$ cat src/rtl/qos_request_agent.sv
// -----------------------------------------------------------------------------
// qos_request_agent
//   Requester-side agent for the QoS arbiter (one instance per core).
//   Local requests, each carrying a qos_config_t and an opaque tag, are queued
//   in a small FIFO. The FIFO head is offered to the arbiter and held until it
//   is granted. While the head waits, its qos_level is escalated one step every
//   AGE_THRESHOLD cycles so a low-priority requester cannot starve.
//
// Ports
//   clk_i, rst_ni        clock, asynchronous active-low reset
//   flush_i              drop every buffered request (takes effect next cycle)
//   src_valid_i/ready_o  local request handshake; src_ready_o = !full
//   src_qos_config_i     QoS config of the local request
//   src_tag_i            tag of the local request
//   req_valid_o/ready_i  arbiter handshake; req_valid_o = !empty
//   req_qos_config_o     head config with qos_level replaced by the aged level
//   req_tag_o            head tag
//   granted_o            one-cycle pulse, registered from the grant cycle
//   granted_tag_o        tag of the granted request, valid with granted_o
//   occupancy_o          number of entries held
//   dbg_state_o          agent FSM state (IDLE = empty, WAIT = head offered)
//
// Handshakes: a transfer happens on a cycle where valid && ready are both high
// at the rising clock edge. Valid never depends on ready. On the request side
// the head (tag and non-level config fields) is held stable while
// req_valid_o=1 and not yet granted; only qos_level may rise through aging.
// -----------------------------------------------------------------------------
package qos_pkg;
    typedef enum logic [2:0] {
        QOS_LOW         = 3'd0,
        QOS_MEDIUM      = 3'd1,
        QOS_MEDIUM_HIGH = 3'd2,
        QOS_HIGH        = 3'd3,
        QOS_CRITICAL    = 3'd4
    } qos_level_e;

    typedef struct packed {
        qos_level_e  qos_level;
        logic [3:0]  weight;
        logic        urgent;
    } qos_config_t;

    typedef enum logic {
        AGENT_IDLE = 1'b0,
        AGENT_WAIT = 1'b1
    } agent_state_e;
endpackage

module qos_request_agent
    import qos_pkg::*;
#(
    parameter int DEPTH         = 4,
    parameter int TAG_W         = 8,
    parameter int AGE_THRESHOLD = 16
) (
    input  logic                       clk_i,
    input  logic                       rst_ni,
    input  logic                       flush_i,
    input  logic                       src_valid_i,
    output logic                       src_ready_o,
    input  qos_config_t                src_qos_config_i,
    input  logic [TAG_W-1:0]           src_tag_i,
    output logic                       req_valid_o,
    input  logic                       req_ready_i,
    output qos_config_t                req_qos_config_o,
    output logic [TAG_W-1:0]           req_tag_o,
    output logic                       granted_o,
    output logic [TAG_W-1:0]           granted_tag_o,
    output logic [$clog2(DEPTH):0]     occupancy_o,
    output agent_state_e               dbg_state_o
);

    localparam int PTR_W = $clog2(DEPTH);
    localparam int CNT_W = PTR_W + 1;
    localparam int AGE_W = (AGE_THRESHOLD > 0) ? $clog2(AGE_THRESHOLD + 1) : 1;
    localparam logic [AGE_W-1:0] AGE_LAST =
        AGE_W'((AGE_THRESHOLD > 0) ? (AGE_THRESHOLD - 1) : 0);
    localparam logic [CNT_W-1:0] FULL_CNT = CNT_W'(DEPTH);

    // Storage
    qos_config_t        r_cfg_mem [DEPTH];
    logic [TAG_W-1:0]   r_tag_mem [DEPTH];

    // Pointers carry one extra wrap bit so full and empty are distinguishable.
    logic [CNT_W-1:0]   r_wr_ptr;
    logic [CNT_W-1:0]   r_rd_ptr;

    agent_state_e       r_state;
    agent_state_e       w_state_nxt;
    logic [AGE_W-1:0]   r_age;
    logic [AGE_W-1:0]   w_age_nxt;
    qos_level_e         r_cur_level;
    qos_level_e         w_level_nxt;
    logic               r_granted;
    logic [TAG_W-1:0]   r_granted_tag;

    logic [CNT_W-1:0]   w_occ;
    logic               w_full;
    logic               w_empty;
    logic               w_push;
    logic               w_wr_en;
    logic               w_pop;
    logic [PTR_W-1:0]   w_head_idx;
    logic [PTR_W-1:0]   w_next_idx;

    // One escalation step, saturating at CRITICAL.
    function automatic qos_level_e f_step(input qos_level_e lvl);
        if (lvl < QOS_CRITICAL) begin
            f_step = qos_level_e'(lvl + 3'd1);
        end else begin
            f_step = lvl;
        end
    endfunction

    assign w_occ      = r_wr_ptr - r_rd_ptr;
    assign w_full     = (w_occ == FULL_CNT);
    assign w_empty    = (w_occ == '0);
    assign w_push     = src_valid_i && !w_full;
    // A push in the flush cycle is accepted by the handshake but discarded.
    assign w_wr_en    = w_push && !flush_i;
    assign w_pop      = !w_empty && req_ready_i;
    assign w_head_idx = r_rd_ptr[PTR_W-1:0];
    assign w_next_idx = w_head_idx + PTR_W'(1);

    // Next state, age counter and presented level.
    always_comb begin
        w_state_nxt = r_state;
        w_age_nxt   = r_age;
        w_level_nxt = r_cur_level;
        case (r_state)
            AGENT_IDLE: begin
                if (w_push) begin
                    w_state_nxt = AGENT_WAIT;
                    w_age_nxt   = '0;
                    w_level_nxt = src_qos_config_i.qos_level;
                end
            end
            AGENT_WAIT: begin
                if (w_pop) begin
                    // New head starts fresh: its own level, age zero.
                    w_age_nxt = '0;
                    if (w_occ > CNT_W'(1)) begin
                        w_level_nxt = r_cfg_mem[w_next_idx].qos_level;
                    end else if (w_push) begin
                        // Last entry leaves while a new one arrives: the
                        // incoming request becomes the head.
                        w_level_nxt = src_qos_config_i.qos_level;
                    end else begin
                        w_state_nxt = AGENT_IDLE;
                    end
                end else if (AGE_THRESHOLD != 0) begin
                    if (r_age == AGE_LAST) begin
                        w_age_nxt   = '0;
                        w_level_nxt = f_step(r_cur_level);
                    end else begin
                        w_age_nxt = r_age + 1'b1;
                    end
                end
            end
            default: begin
                w_state_nxt = AGENT_IDLE;
            end
        endcase
        if (flush_i) begin
            w_state_nxt = AGENT_IDLE;
            w_age_nxt   = '0;
        end
    end

    always_ff @(posedge clk_i or negedge rst_ni) begin
        if (!rst_ni) begin
            r_state       <= AGENT_IDLE;
            r_age         <= '0;
            r_cur_level   <= QOS_LOW;
            r_wr_ptr      <= '0;
            r_rd_ptr      <= '0;
            r_granted     <= 1'b0;
            r_granted_tag <= '0;
        end else begin
            r_state     <= w_state_nxt;
            r_age       <= w_age_nxt;
            r_cur_level <= w_level_nxt;
            if (flush_i) begin
                r_wr_ptr <= '0;
                r_rd_ptr <= '0;
            end else begin
                if (w_push) begin
                    r_wr_ptr <= r_wr_ptr + CNT_W'(1);
                end
                if (w_pop) begin
                    r_rd_ptr <= r_rd_ptr + CNT_W'(1);
                end
            end
            // The grant pulse is reported even when the same cycle flushes.
            r_granted <= w_pop;
            if (w_pop) begin
                r_granted_tag <= r_tag_mem[w_head_idx];
            end
        end
    end

    // Data storage needs no reset; validity is tracked by the pointers.
    always_ff @(posedge clk_i) begin
        if (w_wr_en) begin
            r_cfg_mem[r_wr_ptr[PTR_W-1:0]] <= src_qos_config_i;
            r_tag_mem[r_wr_ptr[PTR_W-1:0]] <= src_tag_i;
        end
    end

    always_comb begin
        req_qos_config_o           = r_cfg_mem[w_head_idx];
        req_qos_config_o.qos_level = r_cur_level;
    end

    assign src_ready_o   = !w_full;
    assign req_valid_o   = !w_empty;
    assign req_tag_o     = r_tag_mem[w_head_idx];
    assign granted_o     = r_granted;
    assign granted_tag_o = r_granted_tag;
    assign occupancy_o   = w_occ;
    assign dbg_state_o   = r_state;

endmodule
$ cat config.mk
export PLATFORM = sky130hd
export DESIGN_NAME = qos_request_agent
export DESIGN_NICKNAME = d
export VERILOG_FILES = /design/src/rtl/qos_request_agent.sv
export SDC_FILE = /design/constraint.sdc
export NUM_CORES = 1
export LEC_CHECK = 0
export ABC_AREA = 1
export CAP_MARGIN = 20
export CORE_MARGIN = 1
export CORE_UTILIZATION = 57
export CTS_BUF_LIST = sky130_fd_sc_hd__clkbuf_8
export DETAILED_ROUTE_END_ITERATION = 7
export PLACE_DENSITY = 0.83
export SLEW_MARGIN = 20
export SYNTH_ARGS = -nofsm -noshare
export SYNTH_HDL_FRONTEND = slang
export SYNTH_SLANG_ARGS = --single-unit
$ cat constraint.sdc
create_clock -name clk_i -period 3.09 [get_ports clk_i]
set_input_delay 0.309 -clock clk_i [delete_from_list [all_inputs] [get_ports clk_i]]
set_output_delay 0.309 -clock clk_i [all_outputs]
set_load 0.02 [all_outputs]
==> impl_summary.log <==
[metrics] Async S/R FF share, synth: 0.2727
[metrics] relative max-transition margin: 0.6454
[metrics] Die ar.: 0.007118 mm^2
[metrics] average footprint of a synthesized cell: 11.68 um^2
[metrics] routed vias: 2,572
[metrics] final period demand of the worst path: 2.890 ns
[metrics] buffer depth of the longest clock path: 2
[metrics] RSZ-0062 raised after global routing: false
[metrics] diode count: 0
[metrics] number of hold-repair buffers added at the cts stage: 0
[metrics] MaxCap Viol Count: 0
[metrics] most frequently used flop master after synthesis: edfxtp_1
[metrics] Yosys warnings: 0
[metrics] routed length per instance: 16.48 um
[metrics] Worst Clk Skew: 0.007218 ns
[metrics] height of the die: 84.37 um
[metrics] remaining global-route overflow: 0
[metrics] top cell type by total area after synthesis: edfxtp_1
[metrics] Mapped Nets: 361
[metrics] top fanout value on the critical path: 5
[metrics] Fin. Hold Viols: 0
[metrics] CP endpoint kind: primary output
[metrics] Gate Count Post-Synth: 331
[metrics] arrival time at the worst endpoint: 2.58 ns
[metrics] smallest hold slack: 0.3269 ns
[metrics] buffers inserted during post-CTS setup optimization: 0
[metrics] clk sink count: 88
[metrics] highest achievable clock rate: 0.3460 GHz
[metrics] count of distinct cell types in the synthesized netlist: 34
[metrics] later-pin clock latency in the skew report: 0.35 ns
[metrics] Residual DRC: 0
[metrics] post-route setup TNS: 0 ns
[metrics] end of the worst register-to-register path: r_cfg_mem[2][6]
[metrics] Max H-tree Level: 3
[metrics] aggregate routed wire length: 7810 um
[metrics] Setup Viol. Count Final: 0
[metrics] Core Area: 0.006459 mm^2
[metrics] via count of the first global-routing pass: 2,617
[metrics] count of routing violations after the opening detailed-route iteration: 240
[metrics] final slew viol count: 0
[metrics] root buffer selected by CTS: clkbuf_8
[metrics] clock input transition at the sequential cells of the worst setup and hold paths: 0.08 ns
[metrics] combined global-route utilization of all metal layers: 0.2400
[metrics] count of nets after finishing: 422
[metrics] I/O pin count: 52
[metrics] fin crit share: 0.9353
[metrics] proportion of layout cells with a drive suffix above 1: 0.1259
[metrics] worst hold path type: in2async
[metrics] Die Width: 84.37 um
[metrics] maximum number of pins on one net before global-route repair: 35
[metrics] peak supply drop: 0.5554 mV
[metrics] Crit Path Class: reg2out
[metrics] vias per cell: 5.426
[metrics] Post-synth EDFFs: 64
[metrics] antenna-violating nets left: 0
[metrics] crit path setup slack, layout: 0.1999 ns
[metrics] number of resized instances in the post-cts repair step: 0
[metrics] Util after Layout: 0.7199
[metrics] Placement Rows: 29
[metrics] port buffer count: 51
[metrics] transition at the pin with the smallest max-transition slack: 0.5311 ns
[metrics] dpl hpwl: 5212 um
[metrics] post-route total power: 0.004794 W
[metrics] RD Place Congestion: 0.8871
[metrics] area share of the largest cell type after synthesis: 0.4969
[metrics] sequential-to-total area share from yosys stat: 0.6522
[metrics] initial core utilization: 0.5988
[metrics] global-route wire length before repair: 12,790 um
[metrics] number of buffers added by the clock tree synthesis step: 9
[metrics] required time at the worst-slack endpoint: 2.78 ns
[metrics] length of the first detailed-routing pass in iterations: 4
[metrics] pre-CTS WS: 0.5730 ns
[metrics] R2R cell count: 11
[metrics] Mapped Area: 0.003867 mm^2
[metrics] total of flip-flops plus latches after synthesis: 88
[metrics] synth-to-layout area growth: 20.22%
[metrics] origin of the critical flop-to-flop path: r_wr_ptr[0]
[metrics] reg-to-reg setup timing slack: 0.51 ns
[metrics] number of antenna violations at the first check in global routing: 0
[metrics] leak pwr: 1.850 nW
[metrics] biggest area contributors in the synthesized netlist: edfxtp_1 (50%), dfrtp_1 (16%), nand2_1 (6.8%)
[metrics] type of origin of the critical path: register
[metrics] power density over cell area: 1031 mW/mm^2
[metrics] TritonCTS clock tree: yes
[metrics] run status: finished clean
## worst max path at each step
stage / startpoint / endpoint / slack [ns] / depth (start not counted)
after CTS: r_wr_ptr[0] / req_valid_o / 0.21 / 7
after global placement: r_wr_ptr[0] / req_valid_o / 0.69 / 7
after global routing: r_wr_ptr[0] / req_valid_o / 0.09 / 7
after floorplan: r_wr_ptr[0] / r_cfg_mem[0][0] / 0.25 / 10
final: r_wr_ptr[0] / src_ready_o / 0.20 / 7
after detailed placement: r_wr_ptr[0] / r_cfg_mem[1][2] / 0.57 / 11
## sequential cells by signal, indices dropped and copies added, names as in the netlist
name           count
dbg_state_o        1
r_age              5
granted_o          1
r_wr_ptr           3
r_cur_level        3
r_rd_ptr           3
granted_tag_o      8
r_cfg_mem         32
r_tag_mem         32
## critical path: stages, from the launching register on
cell and delay (ns):
dfrtp_1 0.42, inv_1 0.11, ha_1 0.22, fa_1 0.59, nand2_1 0.08, inv_1 0.12
nand3_2 0.13, clkdlybuf4s50_1 0.56
## power breakdown
group	total [W]	internal, W	switching, W
logic	0.00248	0.000962	0.00152
clock network	0.000727	0.000335	0.000392
registers	0.00159	0.00147	0.000118
## cell type report
cell class | instances | area [um^2]
Clock buffer | 11 | 151.4
Clock inverter | 5 | 32.53
Sequential cell | 88 | 2522
Inverter | 24 | 95.09
Tap cell | 77 | 96.34
Multi-Input combinational cell | 208 | 1166
Fill cell | 457 | 1809
Timing Repair Buffer | 61 | 585.6
## logic make-up after synthesis
kind of cell | share of synthesized area
mux | 0.005823
compound gates | 0.08703
flops | 0.6522
simple gates | 0.1708
fa+ha+maj | 0.03106
buf+inv | 0.04626
xor+xnor | 0.006795
## cells in the final DEF, fill, tap and decap left out, types with 2 or more instances in the layout
master,count
nand2_1,70
edfxtp_1,64
clkdlybuf4s50_1,51
nor2_1,33
o21ai_0,32
dfrtp_1,24
inv_1,20
nand3_1,17
o22ai_1,12
clkbuf_8,11
buf_4,10
ha_1,8
nand2_2,7
a21oi_1,4
o21ai_1,4
inv_2,3
nand2_4,3
inv_4,2
nand3_2,2
nand4_1,2
xor2_1,2
## stage by stage
stage | area, um^2 | std cells
floorplan | 3867 | 331
global placement | 4466 | 458
detailed placement | 4466 | 458
CTS | 4649 | 474
global route | 4649 | 474
finish | 4649 | 474
## metal layers
metal,share of wire,up-vias,global-route usage
met5,0,-,0
met4,0.024,0,0.1171
met3,0.042,16,0.03736
met2,0.49,71,0.3800
met1,0.45,1225,0.3297
li1,-,1260,-
## Yosys cell counts, types with 2 or more instances
library cell / n
a21oi_1: 4
buf_4: 3
buf_6: 4
clkbuf_1: 3
dfrtp_1: 24
edfxtp_1: 64
ha_1: 8
inv_1: 19
inv_2: 3
inv_4: 2
nand2_1: 70
nand2_2: 7
nand2_4: 3
nand3_1: 17
nand3_2: 2
nand4_1: 2
nor2_1: 33
o21ai_0: 32
o21ai_1: 4
o22ai_1: 12
xor2_1: 2
(Power assumes the default switching activity.)
